**config.mk**
```make
export PLATFORM = sky130hd
export DESIGN_NAME = i2s_tx
export DESIGN_NICKNAME = d
export VERILOG_FILES = /design/src/rtl/i2s_tx_pkg.sv /design/src/rtl/i2s_bitclk.sv /design/src/rtl/i2s_tx.sv
export SDC_FILE = /design/constraint.sdc
export NUM_CORES = 1
export LEC_CHECK = 0
export ABC_AREA = 1
export ABC_CLOCK_PERIOD_IN_PS = 2170
export CAP_MARGIN = 30
export CORE_ASPECT_RATIO = 0.8
export CORE_UTILIZATION = 45
export CTS_BUF_LIST = sky130_fd_sc_hd__clkbuf_4
export CTS_CLUSTER_DIAMETER = 40
export DETAILED_ROUTE_END_ITERATION = 10
export GPL_TIMING_DRIVEN = 0
export PLACE_DENSITY = 0.69
export RECOVER_POWER = 50
export SKIP_LAST_GASP = 1
export SLEW_MARGIN = 20
export SYNTH_ARGS = -nofsm -noshare
export SYNTH_HDL_FRONTEND = slang
export SYNTH_SLANG_ARGS = --single-unit
export TNS_END_PERCENT = 20
```
**constraint.sdc**
```tcl
create_clock -name clk -period 2.17 [get_ports clk]
set_input_delay 0.3255 -clock clk [delete_from_list [all_inputs] [get_ports clk]]
set_output_delay 0.3255 -clock clk [all_outputs]
set_load 0.05 [all_outputs]
```
**src/rtl/i2s_tx_pkg.sv**
```systemverilog
// rtl/i2s_tx_pkg.sv - shared defaults and frame FSM states for the I2S transmitter
package i2s_tx_pkg;

  localparam int DEFAULT_WIDTH     = 16;
  localparam int DEFAULT_SCLK_HALF = 4;

  typedef enum logic [1:0] {
    IDLE,
    WAIT,
    SHIFT,
    PAD
  } state_t;

endpackage

```
**src/rtl/i2s_bitclk.sv**
```systemverilog
// rtl/i2s_bitclk.sv - free-running sclk divider with synchronous restart
module i2s_bitclk
  import i2s_tx_pkg::*;
#(
  parameter int SCLK_HALF = DEFAULT_SCLK_HALF
) (
  input  logic clk,
  input  logic rst,
  input  logic restart,
  output logic sclk,
  output logic fall
);

  localparam int CW = $clog2(SCLK_HALF);

  logic [CW-1:0] cnt;
  logic          wrap;

  assign wrap = (cnt == CW'(SCLK_HALF - 1));

  always_ff @(posedge clk) begin
    if (rst || restart) begin
      cnt  <= '0;
      sclk <= 1'b0;
    end else if (wrap) begin
      cnt  <= '0;
      sclk <= ~sclk;
    end else begin
      cnt  <= cnt + 1'b1;
    end
  end

  // Flags the cycle whose clock edge takes sclk from 1 to 0; a restart overrides it.
  assign fall = sclk & wrap & ~restart;

endmodule

```
**src/rtl/i2s_tx.sv**
```systemverilog
// rtl/i2s_tx.sv - I2S stereo transmitter: lrck edge detect, one-pair holding register, shift FSM
module i2s_tx
  import i2s_tx_pkg::*;
#(
  parameter int WIDTH     = DEFAULT_WIDTH,
  parameter int SCLK_HALF = DEFAULT_SCLK_HALF
) (
  input  logic             clk,
  input  logic             rst,
  input  logic             lrck,
  input  logic [WIDTH-1:0] l_data,
  input  logic [WIDTH-1:0] r_data,
  input  logic             in_valid,
  output logic             in_ready,
  output logic             sclk,
  output logic             sdata,
  output logic             lrck_out,
  output logic             underrun
);

  localparam int CNT_W = $clog2(WIDTH + 1);

  logic             lrck_q;
  logic             edge_det;
  logic             left_start;
  logic             right_start;
  logic             fall;
  logic             restart;

  logic             hold_full;
  logic [WIDTH-1:0] l_hold;
  logic [WIDTH-1:0] r_hold;

  state_t           state_q, state_d;
  logic [CNT_W-1:0] bit_cnt_q, bit_cnt_d;
  logic [WIDTH-1:0] shift_q, shift_d;
  logic [WIDTH-1:0] pend_q, pend_d;
  logic             sdata_q, sdata_d;
  logic             underrun_q, underrun_d;

  // lrck_q tracks lrck even in reset so release never shows a phantom edge.
  always_ff @(posedge clk) begin
    lrck_q <= lrck;
  end

  assign edge_det    = lrck ^ lrck_q;
  assign left_start  = edge_det & ~lrck;
  assign right_start = edge_det & lrck;
  assign restart     = edge_det | (state_q == IDLE);

  i2s_bitclk #(
    .SCLK_HALF(SCLK_HALF)
  ) u_bitclk (
    .clk    (clk),
    .rst    (rst),
    .restart(restart),
    .sclk   (sclk),
    .fall   (fall)
  );

  assign in_ready = ~hold_full;

  always_ff @(posedge clk) begin
    if (rst) begin
      hold_full <= 1'b0;
      l_hold    <= '0;
      r_hold    <= '0;
    end else if (in_valid && !hold_full) begin
      hold_full <= 1'b1;
      l_hold    <= l_data;
      r_hold    <= r_data;
    end else if (left_start && hold_full) begin
      hold_full <= 1'b0;
    end
  end

  always_comb begin
    state_d    = state_q;
    bit_cnt_d  = bit_cnt_q;
    shift_d    = shift_q;
    pend_d     = pend_q;
    sdata_d    = sdata_q;
    underrun_d = 1'b0;
    if (edge_det) begin
      // Any lrck edge aborts whatever is in flight and re-arms the one-bit delay.
      state_d   = WAIT;
      bit_cnt_d = '0;
      sdata_d   = 1'b0;
      if (left_start) begin
        if (hold_full) begin
          shift_d = l_hold;
          pend_d  = r_hold;
        end else begin
          shift_d    = '0;
          pend_d     = '0;
          underrun_d = 1'b1;
        end
      end else if (right_start) begin
        shift_d = pend_q;
      end
    end else if (fall) begin
      case (state_q)
        WAIT: begin
          sdata_d   = shift_q[WIDTH-1];
          shift_d   = {shift_q[WIDTH-2:0], 1'b0};
          bit_cnt_d = CNT_W'(1);
          state_d   = SHIFT;
        end
        SHIFT: begin
          if (bit_cnt_q == CNT_W'(WIDTH)) begin
            sdata_d = 1'b0;
            state_d = PAD;
          end else begin
            sdata_d   = shift_q[WIDTH-1];
            shift_d   = {shift_q[WIDTH-2:0], 1'b0};
            bit_cnt_d = bit_cnt_q + 1'b1;
          end
        end
        PAD:     sdata_d = 1'b0;
        default: sdata_d = 1'b0;
      endcase
    end
  end

  always_ff @(posedge clk) begin
    if (rst) begin
      state_q    <= IDLE;
      bit_cnt_q  <= '0;
      shift_q    <= '0;
      pend_q     <= '0;
      sdata_q    <= 1'b0;
      underrun_q <= 1'b0;
    end else begin
      state_q    <= state_d;
      bit_cnt_q  <= bit_cnt_d;
      shift_q    <= shift_d;
      pend_q     <= pend_d;
      sdata_q    <= sdata_d;
      underrun_q <= underrun_d;
    end
  end

  assign sdata    = sdata_q;
  assign lrck_out = lrck_q;
  assign underrun = underrun_q;

endmodule

```
Yosys cells after proc, flatten, opt, wreduce, memory -nomap -nowiden
Index checks and enable logic that the tools add are counted.

cells by class
  add/subtract/negate cells = 2
  $mul = 0
  div/mod/pow operators = 0
  magnitude comparators = 0
  equality and inequality tests = 9
  shift-type cells = 0
  muxes and demuxes = 19
  bitwise gates (word level) = 12
  reduce and logical (&&, ||, !) cells = 17

operators with widths
  cell                   count
  $mux W16               7
  $pmux W16 S2           1
  $pmux W5 S2            1
  $reduce_and A3 Y1      3
  $mux W1                6
  $ne A3 B3 Y1 const B   2
  $not A1 Y1             6
  $reduce_bool A2 Y1     3
  $add A5 B1 Y5 const B  1
  $eq A5 B5 Y1 const B   1
  $mux W5                1
  $and A1 B1 Y1          4
  $eq A2 B2 Y1 const B   2
  $ne A2 B2 Y1 const B   2
  $pmux W2 S2            1
  $reduce_and A4 Y1      1
  $reduce_or A2 Y1       2
  $ne A3 B1 Y1 const B   1
  $reduce_bool A3 Y1     1
  $reduce_or A3 Y1       1
  $add A2 B1 Y2 const B  1
  $eq A2 B1 Y1 const B   1
  $logic_and A1 B1 Y1    2
  $logic_not A2 Y1       1
  other kinds (7)        7

word-level totals
  flip-flop bits (word level) = 78
  bits in latches = 0
  RAM bits = 0
  ROM bits = 0
  bits of input ports = 36
  output and inout bits = 5
  word-level logic and storage cells = 72
  memories = 0

Longest topological paths before layout
Gate-level depths: netlist (run 1).

  word-level depth = 6
  gate-level depth with buffers = 11
  depth with buffers taken out = 10

By module
A second synthesis (run 1) with hierarchy kept.

unflattened totals
  cell total of the unflattened synthesis = 484
  area, all modules = 3465.8 um^2

modules (own cells, without submodules)
  module      times used  cells each  area an instance (um^2)  sequential area each (um^2)
  i2s_tx      1           467         3342.0                   1501.4
  i2s_bitclk  1           17          123.9                    60.1

Worst setup path after synthesis (run 1)
Ideal clock, no wire load.

  kind = flip-flop to flip-flop
  from = register lrck_q, in the netlist lrck_out
  to = register shift_q[11]
  library setup time = 0.113 ns
  data arrival time = 1.745 ns
  data required time = 2.057 ns
  path slack = 0.312 ns
  stages on the path, launching flop included = 9
  path buffers = 1
  period minus slack after synthesis = 1.858 ns
  path through = dfxtp_1 ha_1 inv_2 clkbuf_1 nand3_1 o21ai_1 nand2_1 nand2_1 nor2_1

on the way
  cells in the longest elaborated chain, start to end = 6
  elaborated cells on any way between the ends = 13
  classes of those cells = eq/ne: 2; mux: 2; bitwise: 6; reduce/logical: 3

RTL lines
  item                                 line              source
  from (decl)                          i2s_tx.sv:23      logic lrck_q;
  from (signal assigned)               i2s_tx.sv:43      lrck_q <= lrck;
  $xor A1 B1 Y1 (*)                    i2s_tx.sv:46      assign edge_det = lrck ^ lrck_q;
  $or A1 B1 Y1                         i2s_tx.sv:49      assign restart = edge_det | (state_q == IDLE);
  $not A1 Y1                           i2s_bitclk.sv:34  assign fall = sclk & wrap & ~restart;
  $and A1 B1 Y1                        i2s_bitclk.sv:34
  $reduce_bool A2 Y1 (no source line)  --
  $reduce_and A4 Y1 (no source line)   --
  to (signal assigned)                 i2s_tx.sv:136     shift_q <= shift_d;
  to (decl)                            i2s_tx.sv:36      logic [WIDTH-1:0] shift_q, shift_d;

Mark *: on every way between the ends. The rest lies on a longest branch, timed or not.
A chain may end at the register's enable or synchronous reset.

Worst setup path after layout (run 1)
  from = register hold_full
  to = output port in_ready

on the way
  cells in the longest elaborated chain, start to end = 1

RTL lines
  item                    line          source
  from (decl)             i2s_tx.sv:30  logic hold_full;
  from (signal assigned)  i2s_tx.sv:65  hold_full <= 1'b0;
  from (signal assigned)  i2s_tx.sv:69  hold_full <= 1'b1;
  from (signal assigned)  i2s_tx.sv:73  hold_full <= 1'b0;
  $not A1 Y1              i2s_tx.sv:61  assign in_ready = ~hold_full;
  to (decl)               i2s_tx.sv:14  output logic in_ready,

No other way between the ends.

==> flow_metrics.py, run 1 <==
metrics = {
    "power_and_ir_drop": {
        "power_w": 0.00326,
        "cellLeakagePower_nw": 1.67,
        "power_frac_seq_pct": 48.2,
        "p_clk_share_pct": 37.3,
        "switching_power_w": 0.000853,
        "switching_share_pct": 26.2,
        "ir_worst_vdd_uv": 359,
        "powerDensity_nw_per_um2": 782,
        "p_int_w": 0.00241,
        "combPwrFrac_pct": 14.6,
    },
    "global_route": {
        "grt_antenna_before_repair": 0,
        "grt_pass1_wl_mm": 14.1,
        "gr-total-overflow": 0,
        "grt_max_degree": 20,
        "grt_usage_pct": 22.8,
        "met1_usage_pct": 31.4,
        "grtUsageMet2_pct": 34.9,
        "grt_pass1_vias": 2926,
        "use_met3_pct": 5.83,
        "top_usage_layer": "met2",
    },
    "route": {
        "wl_mm": 8.37,
        "num_vias": 3198,
        "drcViolationCount": 0,
        "wl_per_cell_um": 13.2,
        "drt-pass1-iter-count": 4,
        "viasPerCell": 5.05,
        "dr.first_iter.drc_count": 214,
        "drtAntennaViolNets": 0,
    },
    "sta": {
        "fin_crit_sh_pct": 95.4,
        "rsz0062_at_grt": "yes",
        "finalSetupViolations": 0,
        "fin_tns_setup_ns": 0,
        "min_period_ns": 2.07,
        "tightest_slew_ns": 0.502,
        "maxSlewHeadroom_pct": 66.5,
        "final_max_slew_viol_count": 0,
        "fin_ws_ns": 0.0991,
        "finClkSkew_ns": 0.0140,
        "hold_violations": 0,
        "fmax_mhz": 483,
    },
    "clock_tree": {
        "htreeDepth": 3,
        "clkTransAtPathRegs_ns": 0.12,
        "cts_buffers": 9,
        "tritoncts": "yes",
        "clk_latency_ns": 0.45,
        "cts.sinks": 78,
        "root_buffer": "clkbuf_4",
        "holdBufCountCts": 0,
        "cts_buffer_depth": 2,
    },
    "setup_path": {
        "critPathSlowestCell": "buf_2",
        "cp_top_family": "buffers and inverters",
        "setup.worst_path.start": "hold_full$_SDFFE_PP0P_",
        "cp_data_required_time_ns": 1.84,
        "critPathKind": "reg2out",
        "worstSetupPathDepth": 4,
        "ff2ff_setup_slack_ns": 0.38,
        "crit_arrival_ns": 1.75,
        "end_kind": "output port",
        "crit_buf_inv": 4,
        "startpoint_type": "register",
        "critical_path.endpoint": "in_ready",
        "worstPathCellList": "buf_2, buf_2, inv_1, clkdlybuf4s15_2",
        "worst_r2r_startpoint": "lrck_out$_DFF_P_",
        "timing.critical_path.mode_cell": "buf_2",
        "max_stage_delay_ns": 0.35,
        "critPathMaxFanout": 19,
        "r2r_cells": 9,
        "r2r-end": "shift_q[15]$_SDFFE_PP0P_",
    },
    "hold_path": {
        "hold_class": "reg2reg",
        "hold_depth": 1,
    },
    "place": {
        "gp_congestion": 0.838,
        "port_buffers": 40,
        "pre_cts_ws_ns": -0.331,
        "post-dp-hpwl_mm": 6.29,
        "dp.cells": 619,
    },
    "floorplanning": {
        "core_um2": 7390,
        "io_pins": 41,
        "die_h_um": 80.2,
        "initial_utilization_pct": 46.6,
        "die_w_um": 99.8,
        "num_rows": 28,
        "dieArea_um2": 8010,
    },
    "synthesis": {
        "avgSynthCellArea_um2": 7.26,
        "yosysUniqueCellTypes": 27,
        "ys_seq_area_share_pct": 45.3,
        "synth_fp_nets": 520,
        "synthesis.area_um2": 3440,
        "yosys_warnings": 0,
        "ys_ff_latch": 78,
        "synthCells": 474,
    },
    "final_layout": {
        "final_util_pct": 56.4,
        "final_common_cell": "nor2_1",
        "area_delta_synth_final_pct": 21.1,
        "finalNonFillerCells": 633,
        "nNetsFinal": 570,
        "drive_above_1_share_pct": 6.63,
        "num_antenna_cells": 0,
        "layout_common_cells": "97 x nor2_1, 78 x dfxtp_1, 69 x nand2_1",
    },
    "outcome": {
        "outcome": "complete, no violations",
    },
    "run": {
        "cap_viol_max_count": 0,
    },
}
## power groups by stage
stage	logic, W	clock network (W)	registers [W]
floorplan	0.000316	0	0.00159
global placement	0.000466	0	0.00160
detailed placement	0.000476	0	0.00160
CTS	0.000476	0.00123	0.00157
global route	0.000536	0.00129	0.00158
finish	0.000475	0.00121	0.00157
## registers in the layout (all words and copies together) (netlist names)
signal and flops:
u_bitclk.cnt 2, bit_cnt_q 5, hold_full 1, l_hold 16
state_q 2, u_bitclk.sclk 1, underrun 1, shift_q 16
pend_q 16, sdata 1, lrck_out 1, r_hold 16
## Yosys cell counts, drive strengths merged
cell type / instances / area share (%)
o21ai: 46 / 6.8
a21oi: 39 / 5.7
clkinv: 2 / 0.22
nand3: 49 / 7.3
buf: 15 / 2.6
ha: 10 / 3.6
nand4: 4 / 0.73
nor2: 98 / 11
clkbuf: 14 / 1.5
o21bai: 6 / 1.3
nor4: 1 / 0.18
a22oi: 2 / 0.44
nand2: 71 / 8.0
dfxtp: 78 / 45
nand3b: 1 / 0.22
nor3: 8 / 1.2
inv: 27 / 2.9
xor2: 3 / 0.76
## worst min path at each step
stage / start / to
finish: u_bitclk.cnt[0]$_SDFF_PP0_ / u_bitclk.cnt[0]$_SDFF_PP0_
global placement: u_bitclk.cnt[0]$_SDFF_PP0_ / u_bitclk.cnt[0]$_SDFF_PP0_
floorplan: lrck / lrck_out$_DFF_P_
CTS: lrck / lrck_out$_DFF_P_
global route: l_data[12] / l_hold[12]$_SDFFE_PP0P_
detailed placement: u_bitclk.cnt[0]$_SDFF_PP0_ / u_bitclk.cnt[0]$_SDFF_PP0_
## cells by family after synthesis
kind of cell,after synthesis,share of synthesized area [%]
and+or+nand+nor,232,28.7
AOI/OAI and AO/OA,93,14.2
DFF,78,45.3
buffers and inverters,58,7.30
adders and majority gates,10,3.63
xor gates and xnor gates,3,0.763
## routing by layer
layer  vias to the layer above  share of wire [%]
met1                      1470                 50
li1                       1651                  -
met5                         -                  0
met3                        13                4.4
met2                        64                 44
met4                         0                1.5
## cell type report
class	count	area [um^2]
clock inverters	6	135
multi-input cells	338	1630
well taps	105	131
flip-flops and latches	78	1560
clock buffers	9	67.6
plain buffers	28	134
repair buffers	40	402
fillers	719	3220
inverters	29	109
## timing repair
action | 4_1_cts | 5_1_grt
endpoints found under the setup margin | 1 | 4
setup buffers | 0 | 0
endpoints found under the hold margin | 0 | 0
gates resized for setup | 3 | 2
## metrics by stage
step / hold WS, ns / instance area, um^2
after floorplan: 0.353 / 3440
after global placement: 0.407 / 3980
after detailed placement: 0.411 / 3980
after CTS: 0.400 / 4170
after global routing: 0.454 / 4170
final: 0.429 / 4170
(Power assumes the default switching activity.)
==> run 2, diff against run 1 <==
--- a/config.mk
+++ b/config.mk
@@ -14,10 +14,9 @@
 export CTS_CLUSTER_DIAMETER = 40
 export DETAILED_ROUTE_END_ITERATION = 10
 export GPL_TIMING_DRIVEN = 0
-export PLACE_DENSITY = 0.69
+export PLACE_DENSITY = 0.67
 export RECOVER_POWER = 50
 export SKIP_LAST_GASP = 1
-export SLEW_MARGIN = 20
 export SYNTH_ARGS = -nofsm -noshare
 export SYNTH_HDL_FRONTEND = slang
 export SYNTH_SLANG_ARGS = --single-unit
==> flow_metrics.py, run 2 (synthesis gave the netlist of run 1 again) <==
metrics = {
    "final_layout": {
        "area_delta_synth_final_pct": 19.7,
        "nNetsFinal": 570,
        "final_util_pct": 55.7,
        "layout_common_cells": "97 x nor2_1, 78 x dfxtp_1, 69 x nand2_1",
        "num_antenna_cells": 0,
        "final_common_cell": "nor2_1",
        "design_area_um2": 4120,
        "fillCellCount": 729,
        "drive_above_1_share_pct": 6.43,
    },
    "sta": {
        "final_max_slew_viol_count": 0,
        "min_period_ns": 2.04,
        "fin_crit_sh_pct": 94.1,
        "hold_violations": 0,
        "finClkSkew_ns": 0.0154,
        "fmax_mhz": 490,
        "finalSetupViolations": 0,
        "maxSlewHeadroom_pct": 66.6,
        "fin_ws_ns": 0.128,
        "tightest_slew_ns": 0.500,
        "rsz0062_at_grt": "no",
    },
    "power_and_ir_drop": {
        "p_clk_share_pct": 31.9,
        "switching_share_pct": 30.2,
        "ir_worst_vdd_uv": 415,
        "power_frac_seq_pct": 52.3,
        "p_int_w": 0.00210,
        "switching_power_w": 0.000907,
        "cellLeakagePower_nw": 1.65,
        "powerDensity_nw_per_um2": 729,
        "combPwrFrac_pct": 15.8,
    },
    "clock_tree": {
        "clk_latency_ns": 0.45,
        "cts_buffer_depth": 2,
        "cts.sinks": 78,
        "holdBufCountCts": 0,
        "tritoncts": "yes",
        "cts_buffers": 9,
        "clkTransAtPathRegs_ns": 0.14,
        "htreeDepth": 3,
        "root_buffer": "clkbuf_4",
    },
    "route": {
        "drtAntennaViolNets": 0,
        "viasPerCell": 5.11,
        "wl_per_cell_um": 13.1,
        "num_vias": 3239,
        "drt-pass1-iter-count": 4,
        "wl_mm": 8.31,
        "dr.first_iter.drc_count": 139,
        "drcViolationCount": 0,
    },
    "global_route": {
        "gr-total-overflow": 0,
        "grt_pass1_wl_mm": 14.3,
        "grt_antenna_before_repair": 0,
        "grt_usage_pct": 23.4,
        "grt_max_degree": 20,
        "grt_pass1_vias": 3130,
    },
    "hold_path": {
        "hold_class": "in2reg",
    },
    "floorplanning": {
        "core_um2": 7390,
        "die_h_um": 80.2,
        "initial_utilization_pct": 46.6,
        "num_rows": 28,
        "dieArea_um2": 8010,
        "io_pins": 41,
        "die_w_um": 99.8,
    },
    "place": {
        "pre_cts_ws_ns": -0.296,
        "post-dp-hpwl_mm": 6.37,
        "gp_congestion": 0.842,
        "port_buffers": 40,
        "dpl_cell_area_um2": 3980,
    },
    "setup_path": {
        "critPathMaxFanout": 19,
        "startpoint_type": "register",
        "cp_data_required_time_ns": 1.84,
        "end_kind": "output port",
        "critPathKind": "reg2out",
        "crit_arrival_ns": 1.72,
        "ff2ff_setup_slack_ns": 0.32,
    },
    "run": {
        "cap_viol_max_count": 0,
    },
    "outcome": {
        "outcome": "complete, no violations",
    },
}
-- run 2: cell types whose count changed in the layout (fill, tap and decap cells not counted), sizes merged --
cell           before  now
inv                27   33
bufinv              4    1
clkinvlp            2    0
dlygate4sd3         1    0
buf                10    8
clkdlybuf4s50      38   39
clkbuf             27   29
-- run 2: final timing paths --
kind                         startpoint  depth (start not counted)                          to
max              hold_full$_SDFFE_PP0P_                          4                    in_ready
min                                lrck                          1            lrck_out$_DFF_P_
max reg2reg            lrck_out$_DFF_P_                          8    shift_q[14]$_SDFFE_PP0P_
min reg2reg  u_bitclk.cnt[0]$_SDFF_PP0_                          1  u_bitclk.cnt[0]$_SDFF_PP0_
-- run 2: layer usage --
layer | wire, um | global-route usage (%)
met3 | 493 | 7.40
met5 | 0 | 0
met4 | 120 | 8.09
met1 | 4100 | 31.0
met2 | 3590 | 35.8
-- run 2: worst max-delay path, stage by stage (launching register included) --
cell and delay (ns):
dfxtp_1 0.33, buf_2 0.18, clkbuf_4 0.30, inv_1 0.10
clkdlybuf4s15_2 0.34
-- run 2: final cells by class --
cell class / instances / area, um^2 / area share [%]
multi-input cells: 338 / 1630 / 39.6
flip-flops and latches: 78 / 1560 / 37.9
repair buffers: 40 / 402 / 9.75
plain buffers: 28 / 134 / 3.25
well taps: 105 / 131 / 3.19
inverters: 29 / 109 / 2.64
clock inverters: 7 / 85.1 / 2.06
clock buffers: 9 / 67.6 / 1.64
-- run 2: repair_timing --
action                     4_1_cts  5_1_grt
cloned                           0        0
buffers inserted                 0        0
setup endpoints to repair        1        1
gates resized for setup          3        1
-- run 2: metrics by stage --
stage	total power, W	instances	TNS, ns	hold slack (ns)
finish	0.00300	634	0	0.427
global placement	0.00207	619	-3.34	0.408
CTS	0.00302	634	0	0.419
detailed placement	0.00208	619	-3.88	0.418
global route	0.00317	634	0	0.397
floorplan	0.00191	474	0	0.353
-- run 2: power groups by stage --
stage          combinational, W  sequential, W  clock (W)
2_1_floorplan          0.000316        0.00159          0
3_3_place_gp           0.000466        0.00160          0
3_5_place_dp           0.000476        0.00160          0
4_1_cts                0.000477        0.00157   0.000970
5_1_grt                0.000540        0.00158    0.00105
6_report               0.000476        0.00157   0.000957
==> run 3, diff against run 2 <==
--- a/config.mk
+++ b/config.mk
@@ -7,7 +7,6 @@
 export LEC_CHECK = 0
 export ABC_AREA = 1
 export ABC_CLOCK_PERIOD_IN_PS = 2170
-export CAP_MARGIN = 30
 export CORE_ASPECT_RATIO = 0.8
 export CORE_UTILIZATION = 45
 export CTS_BUF_LIST = sky130_fd_sc_hd__clkbuf_4
==> results of run 3 <==
Final layout, timing and power as in run 2 (identical DEF).
